File: config.mk
export PLATFORM = sky130hd
export DESIGN_NAME = ps2_rx_ctrl
export DESIGN_NICKNAME = d
export VERILOG_FILES = /design/src/rtl/ps2_rx_ctrl.sv
export SDC_FILE = /design/constraint.sdc
export NUM_CORES = 1
export LEC_CHECK = 0
export ABC_AREA = 1
export BUFFER_PORTS_ARGS = -buffer_cell sky130_fd_sc_hd__buf_4
export CAP_MARGIN = 20
export CORE_UTILIZATION = 53
export CTS_CLUSTER_DIAMETER = 200
export DETAILED_ROUTE_END_ITERATION = 16
export PLACE_DENSITY = 0.73
export SETUP_SLACK_MARGIN = 0.4
export SKIP_LAST_GASP = 1
export SLEW_MARGIN = 20
export SYNTH_ARGS = -nofsm -noshare
export SYNTH_HDL_FRONTEND = slang
export SYNTH_SLANG_ARGS = --single-unit
File: constraint.sdc
create_clock -name clk -period 4.4 [get_ports clk]
set_input_delay 0.22 -clock clk [delete_from_list [all_inputs] [get_ports clk]]
set_output_delay 0.22 -clock clk [all_outputs]
set_load 0.05 [all_outputs]
File: src/rtl/ps2_rx_ctrl.sv
// PS/2 keyboard receiver: synchronizes the device clock and data, decodes 11-bit frames,
// folds E0/F0 prefixes into scan codes and hands them out over a valid/ack handshake.
module ps2_rx_ctrl #(
    parameter int unsigned TIMEOUT_CYCLES = 100000
) (
    input  logic        clk,
    input  logic        reset_n,
    input  logic        ps2_clk,
    input  logic        ps2_data,
    input  logic        ack,
    output logic [15:0] key_code,
    output logic        key_break,
    output logic        key_valid,
    output logic        frame_err,
    output logic        overrun,
    output logic        busy
);

    localparam int unsigned ToW = $clog2(TIMEOUT_CYCLES + 1);

    typedef enum logic [1:0] {StIdle, StData, StParity, StStop} state_e;

    state_e          state_q, state_d;
    logic [1:0]      clk_sync_q, data_sync_q;
    logic            clk_last_q;
    logic [2:0]      bit_cnt_q, bit_cnt_d;
    logic [7:0]      shift_q, shift_d;
    logic            parity_q, parity_d;
    logic [ToW-1:0]  to_cnt_q, to_cnt_d;
    logic            ext_q, ext_d;
    logic            brk_q, brk_d;
    logic [15:0]     code_q, code_d;
    logic            brk_out_q, brk_out_d;
    logic            valid_q, valid_d;
    logic            ferr_q, ferr_d;
    logic            ovr_q, ovr_d;

    logic            fall;
    logic            din;
    logic            timeout;
    logic            byte_good;
    logic            complete;

    assign fall    = clk_last_q & ~clk_sync_q[1];
    assign din     = data_sync_q[1];
    assign timeout = (state_q != StIdle) && !fall && (to_cnt_q == ToW'(TIMEOUT_CYCLES));

    always_comb begin
        state_d   = state_q;
        bit_cnt_d = bit_cnt_q;
        shift_d   = shift_q;
        parity_d  = parity_q;
        ext_d     = ext_q;
        brk_d     = brk_q;
        code_d    = code_q;
        brk_out_d = brk_out_q;
        valid_d   = valid_q;
        ferr_d    = 1'b0;
        ovr_d     = 1'b0;
        byte_good = 1'b0;
        complete  = 1'b0;

        if ((state_q == StIdle) || fall) begin
            to_cnt_d = '0;
        end else begin
            to_cnt_d = to_cnt_q + ToW'(1);
        end

        if (timeout) begin
            state_d  = StIdle;
            to_cnt_d = '0;
            ferr_d   = 1'b1;
            ext_d    = 1'b0;
            brk_d    = 1'b0;
        end else if (fall) begin
            unique case (state_q)
                StIdle: begin
                    if (!din) begin
                        state_d   = StData;
                        bit_cnt_d = '0;
                    end else begin
                        ferr_d = 1'b1;
                    end
                end
                StData: begin
                    shift_d   = {din, shift_q[7:1]};
                    bit_cnt_d = bit_cnt_q + 3'd1;
                    if (bit_cnt_q == 3'd7) begin
                        state_d = StParity;
                    end
                end
                StParity: begin
                    parity_d = din;
                    state_d  = StStop;
                end
                StStop: begin
                    state_d = StIdle;
                    if (din && ((^shift_q) ^ parity_q)) begin
                        byte_good = 1'b1;
                    end else begin
                        ferr_d = 1'b1;
                        ext_d  = 1'b0;
                        brk_d  = 1'b0;
                    end
                end
            endcase
        end

        if (byte_good) begin
            if (shift_q == 8'hE0) begin
                ext_d = 1'b1;
            end else if (shift_q == 8'hF0) begin
                brk_d = 1'b1;
            end else begin
                complete = 1'b1;
                ext_d    = 1'b0;
                brk_d    = 1'b0;
            end
        end

        // A completing code may replace the held one only when it is being accepted now.
        if (complete) begin
            if (!valid_q || ack) begin
                code_d    = {(ext_q ? 8'hE0 : 8'h00), shift_q};
                brk_out_d = brk_q;
                valid_d   = 1'b1;
            end else begin
                ovr_d = 1'b1;
            end
        end else if (valid_q && ack) begin
            valid_d = 1'b0;
        end
    end

    always_ff @(posedge clk) begin
        if (!reset_n) begin
            state_q     <= StIdle;
            clk_sync_q  <= 2'b11;
            data_sync_q <= 2'b11;
            clk_last_q  <= 1'b1;
            bit_cnt_q   <= '0;
            shift_q     <= '0;
            parity_q    <= 1'b0;
            to_cnt_q    <= '0;
            ext_q       <= 1'b0;
            brk_q       <= 1'b0;
            code_q      <= '0;
            brk_out_q   <= 1'b0;
            valid_q     <= 1'b0;
            ferr_q      <= 1'b0;
            ovr_q       <= 1'b0;
        end else begin
            state_q     <= state_d;
            clk_sync_q  <= {clk_sync_q[0], ps2_clk};
            data_sync_q <= {data_sync_q[0], ps2_data};
            clk_last_q  <= clk_sync_q[1];
            bit_cnt_q   <= bit_cnt_d;
            shift_q     <= shift_d;
            parity_q    <= parity_d;
            to_cnt_q    <= to_cnt_d;
            ext_q       <= ext_d;
            brk_q       <= brk_d;
            code_q      <= code_d;
            brk_out_q   <= brk_out_d;
            valid_q     <= valid_d;
            ferr_q      <= ferr_d;
            ovr_q       <= ovr_d;
        end
    end

    assign key_code  = code_q;
    assign key_break = brk_out_q;
    assign key_valid = valid_q;
    assign frame_err = ferr_q;
    assign overrun   = ovr_q;
    assign busy      = (state_q != StIdle);

endmodule

==> results.toml, run 1 <==
[timing]
slew_viol_final = 0
hold_violations = 0
hold-worst-slack_ns = 0.106
fin_crit_sh_pct = 46.4
finalSetupViolations = 0
tns_ns = 0
finClkSkew_ns = 0.00605
grt_setup_unrepaired = "no"
fmax_mhz = 490
slew_headroom_pct = 36.1
post-route-min-period_ns = 2.04
worst-slew-pin-transition_ns = 0.952

[synth]
async_reset_ff_share_pct = 0
yosys.cell_types.count = 33
synth_seq_area_share_pct = 38.7
synth.ff_latch_count = 51
post_synth.cell_area_avg_um2 = 7.41
number_of_flops_mapped_to_enable_cells_by_yosys = 0
post_synth_inst_count = 356
syn-cell-area_um2 = 2640
synthFlopType = "dfxtp_1"
yosysWarningCount = 0

[drt]
avgViaCountPerCell = 4.79
vias = 2112
met1Wirelength_mm = 2.31
wl_met2_mm = 2.12
met3RoutedLength_um = 129
route.detailed.wl_per_inst_um = 10.5
drtPass1Iterations = 4
ant_nets = 0
wirelength_mm = 4.61
detail_route.iter0.violations = 101
route.detailed.drc = 0
dr.max_layer_used = "met4"

[global_routing]
grt_pass1_wl_mm = 8.29
grt_use_total_pct = 19.8
globalRouteOverflowTotal = 0
grt_max_degree = 24
via_count_of_the_first_global_routing_pass = 1924
antenna_found_initial = 0

[power_and_ir_drop]
worst_ir_drop_vdd_v = 0.000166
power_leakage_uw = 0.00122
powerDensity_nw_per_um2 = 286

[clocking]
cts.reportedPaths.clkPinSlew_ns = 0.09
cts_max_path_buffers = 2
clock_tree.root_cell = "clkbuf_8"
clock_tree.htree_level_count = 2
cts_resized = 0
numCtsBuffers = 5
clock_insertion_delay_at_the_later_pin_of_the_skew_report_ns = 0.30
cts_tree = "built"
post-cts-setup-buffer-count = 0
cts-hold-fix-buffers = 0
cts.sink_count = 51

[final_layout]
share_of_final_layout_standard_cells_stronger_than_drive_strength_1_pct = 17.4
layout.filler_cells = 446
antenna_cells_inserted = 0
fin_util_pct = 61.1
area.growth.synth_to_final_pct = 10.3
fin_nets = 391

[worst_setup_path]
critPathMaxFanout = 12
crit_type = "reg -> reg"
critical_path.startpoint_type = "register"
worstPathArrival_ns = 2.28
worstPathRequired_ns = 4.64
critPathCaptureType = "register"

[place]
placement.io_buffers = 20
globalplace.congestion = 0.819
dp_hpwl_mm = 3.34

[die]
fp.dieW_um = 72.5
design.portCount = 26
die-height_um = 72.5
fp.dieArea_um2 = 5260
floorplan.initialDensity_pct = 55.4
core_region_area_um2 = 4750
row_count = 25

[job]
maxCapViolations = 0

[status]
outcome = "complete, no violations"

[min_path]
path_category_of_the_worst_min_delay_check = "in -> reg"
==> kinds of logic (layout without fill, tap and decap cells) <==
family	count (synthesis)	in the layout	synth area share [%]
compound gates	41	41	8.64
xor+xnor	5	5	1.66
fa+ha+maj	13	13	6.17
buf+inv	82	96	13.3
flops	51	51	38.7
other cells	1	5	0.142
simple gates	163	163	31.3
==> area by class of cell <==
cell class / count / area [µm²] / share of cell area [%]
Clock buffer: 6 / 82.6 / 2.84
Clock inverter: 2 / 35.0 / 1.21
Inverter: 68 / 255 / 8.78
Multi-Input combinational cell: 227 / 1280 / 44.0
Sequential cell: 51 / 1020 / 35.1
Tap cell: 67 / 83.8 / 2.88
Timing Repair Buffer: 20 / 150 / 5.17
==> cells in the final DEF (no fill, tap or decap), drive strengths merged <==
cell	count
bufinv	1
dfxtp	51
buf	20
nand3b	2
xor2	2
xnor2	3
inv	66
ha	13
clkinv	3
nor3	13
conb	5
or2	6
nor2	34
nand2	74
clkbuf	6
nand3	15
o21ai	13
nor3b	3
and3	2
a21oi	28
nand4	14
==> power by group <==
group          leakage, µW  switching, µW  internal [µW]  total, µW
sequential        0.000412           1.65            464        465
clock            0.0000612            150            184        334
combinational     0.000745           24.2           8.83       33.1
==> sequential cells by signal, summed over array words and instances, names as in the netlist <==
name / cells
bit_cnt_q: 3
brk_q: 1
clk_last_q: 1
clk_sync_q: 2
data_sync_q: 2
ext_q: 1
frame_err: 1
key_break: 1
key_code: 9
key_valid: 1
overrun: 1
parity_q: 1
shift_q: 8
state_q: 2
to_cnt_q: 17
==> worst max-delay path, cell delays in order (launching register included) <==
cell	delay [ns]
dfxtp_1	0.35
inv_1	0.08
ha_1	0.24
o21ai_1	0.75
nand4_4	0.29
nand2_1	0.13
inv_1	0.05
nor2_1	0.09
==> final timing paths <==
kind                                 start                        to  slack, ns  depth (start not counted)
setup / recovery   shift_q[4]$_SDFFE_PN0P_  key_code[1]$_SDFFE_PN0P_       2.36                          7
hold / removal                     ps2_clk  clk_sync_q[0]$_SDFF_PN1_       0.11                          2
setup reg to reg   shift_q[4]$_SDFFE_PN0P_  key_code[1]$_SDFFE_PN0P_       2.36                          7
hold reg to reg   clk_sync_q[0]$_SDFF_PN1_  clk_sync_q[1]$_SDFF_PN1_       0.42                          1
==> Yosys cell counts (7+ instances only) <==
master	instances	area share (%)
nand4_1	13	3.1
nor3_1	10	1.9
inv_1	60	8.5
nor2_1	29	4.1
o21ai_0	12	2.3
a21oi_1	22	4.2
dfxtp_1	51	39
buf_4	7	2.0
nand3_1	9	1.7
ha_1	13	6.2
nand2_1	70	10
==> through the flow <==
stage               cell area [µm²]  std cells  worst slack, ns  total power [µW]
CTS                            2910        441             2.41               841
global route                   2910        441             2.16               862
finish                         2910        441             2.36               832
global placement               2790        433             2.55               509
detailed placement             2790        433             2.46               509
floorplan                      2650        360             2.78               506
==> routing by layer <==
metal	global-route usage, %	vias up
met5	0	-
met4	5.23	0
met3	3.75	5
met2	32.9	31
met1	26.4	945
li1	-	1131
No activity file was read; power rests on OpenSTA's default activity.
==> inputs of run 2 (changes only) <==
--- a/config.mk
+++ b/config.mk
@@ -11,7 +11,7 @@
 export CORE_UTILIZATION = 53
 export CTS_CLUSTER_DIAMETER = 200
 export DETAILED_ROUTE_END_ITERATION = 16
-export PLACE_DENSITY = 0.73
+export PLACE_DENSITY = 0.76
 export SETUP_SLACK_MARGIN = 0.4
 export SKIP_LAST_GASP = 1
 export SLEW_MARGIN = 20
==> constraint.sdc (replaced) <==
create_clock -name clk -period 1.65 [get_ports clk]
set_input_delay 0.0825 -clock clk [delete_from_list [all_inputs] [get_ports clk]]
set_output_delay 0.0825 -clock clk [all_outputs]
set_load 0.05 [all_outputs]
==> results.toml, run 2 (synthesis results as in run 1) <==
[place]
dp_cells = 442
place_area_um2 = 2960
placement.io_buffers = 20
pre_cts_slack_ns = -0.0153
dp_hpwl_mm = 3.63
globalplace.congestion = 0.834

[drt]
vias = 2404
detail_route.iter0.violations = 145
drtPass1Iterations = 4
route.detailed.drc = 0
ant_nets = 0
wirelength_mm = 6.22
avgViaCountPerCell = 5.07
route.detailed.wl_per_inst_um = 13.1

[clocking]
clock_tree.root_cell = "clkbuf_8"
cts.sink_count = 51
cts_max_path_buffers = 2
cts.reportedPaths.clkPinSlew_ns = 0.09
clock_tree.htree_level_count = 2
cts_tree = "built"
numCtsBuffers = 5
clock_insertion_delay_at_the_later_pin_of_the_skew_report_ns = 0.31

[global_routing]
grt_max_degree = 24
globalRouteOverflowTotal = 0
antenna_found_initial = 0
via_count_of_the_first_global_routing_pass = 2188
grt_pass1_wl_mm = 9.74
grt_use_total_pct = 24.0

[final_layout]
antenna_cells_inserted = 0
share_of_final_layout_standard_cells_stronger_than_drive_strength_1_pct = 39.8
layoutNonFillerInstCount = 474
largest_register = "to_cnt_q"
postLayoutCellArea_um2 = 3510
layout.cells.most_common_list = "nand2_1, inv_1, buf_4, dfxtp_1, nor2_1"
largest_register_ff_count = 17
area.growth.synth_to_final_pct = 33.0
fin_nets = 424
mostFrequentLayoutCell = "nand2_1"

[worst_setup_path]
worstPathArrival_ns = 1.99
r2r-start = "shift_q[4]$_SDFFE_PN0P_"
regToRegSetupSlack_ns = -0.09
critPathCaptureType = "register"
worstPathRequired_ns = 1.90
worst_setup_path_startpoint = "shift_q[4]$_SDFFE_PN0P_"
critPathMaxFanout = 5
critical_path.startpoint_type = "register"
crit_type = "reg -> reg"

[min_path]
path_category_of_the_worst_min_delay_check = "in -> reg"
timing.hold.worst.start = "reset_n"

[timing]
hold-worst-slack_ns = 0.0735
slew_headroom_pct = 60.3
fmax_mhz = 574
post-route-min-period_ns = 1.74
grt_setup_unrepaired = "yes"
worst-slew-pin-transition_ns = 0.594
finalSetupViolations = 12
hold_violations = 0
fin_crit_sh_pct = 106
slew_viol_final = 0
finClkSkew_ns = 0.00702
finalWorstSetupSlack_ns = -0.0921

[die]
fp.dieArea_um2 = 5260
core_region_area_um2 = 4750
die-height_um = 72.5
row_count = 25
design.portCount = 26
fp.dieW_um = 72.5
floorplan.initialDensity_pct = 55.4

[power_and_ir_drop]
powerDensity_nw_per_um2 = 594
worst_ir_drop_vdd_v = 0.000510
power_leakage_uw = 0.00145

[job]
maxCapViolations = 0

[status]
violations = "setup timing"
outcome = "finished, violations left"
## run 2: timing repair
item | CTS | global route
endpoints found under the hold margin | 2 | 0
setup buffers | 15 | 3
endpoints found under the setup margin | 46 | 46
cloned | 3 | 1
pin swaps | 14 | 17
resized for setup | 45 | 29
hold buffers | 2 | 0
## run 2: final cells by class
cell class,count,area [µm²]
Clock buffer,5,68.8
Clock inverter,3,15.0
Fill cell,370,1250
Inverter,68,262
Multi-Input combinational cell,231,1610
Sequential cell,51,1050
Tap cell,67,83.8
Timing Repair Buffer,49,420
## run 2: final timing paths
path | endpoint | cells after the start
max reg2reg | key_code[6]$_SDFFE_PN0P_ | 12
max | key_code[6]$_SDFFE_PN0P_ | 12
min | clk_last_q$_SDFF_PN1_ | 2
min reg2reg | data_sync_q[1]$_SDFF_PN1_ | 1
## run 2: metrics by stage
step | total power (µW) | util [%] | TNS (ns)
after global placement | 1360 | 62.3 | 0
final | 2080 | 73.7 | -0.809
after global routing | 2140 | 73.7 | -2.00
after floorplan | 1350 | - | 0
after detailed placement | 1360 | 62.3 | -0.0333
after CTS | 2080 | 70.9 | -0.0146
## run 2: power breakdown
| group | switching [µW] | internal (µW) | leakage, µW |
|---|---|---|---|
| logic | 83.1 | 45.2 | 0.000985 |
| clock network | 426 | 292 | 0.0000477 |
| registers | 5.04 | 1230 | 0.000419 |
## run 2: critical path, cell delays in order, from the launching register on
cell	delay (ns)
dfxtp_2	0.35
inv_2	0.05
ha_4	0.29
inv_2	0.04
nand2_1	0.09
nand3_1	0.12
nand3_2	0.12
inv_2	0.05
nor2_4	0.16
nand4_4	0.15
nand2_1	0.10
inv_1	0.04
nor2_1	0.11
## run 2: metal layers
layer  global-route usage [%]  vias up  wire length (µm)
met3                     5.28       19               256
met4                     9.15        0               143
li1                         -     1214                 -
met2                     42.5       56              3220
met1                     28.3     1115              2610
met5                        0        -                 0
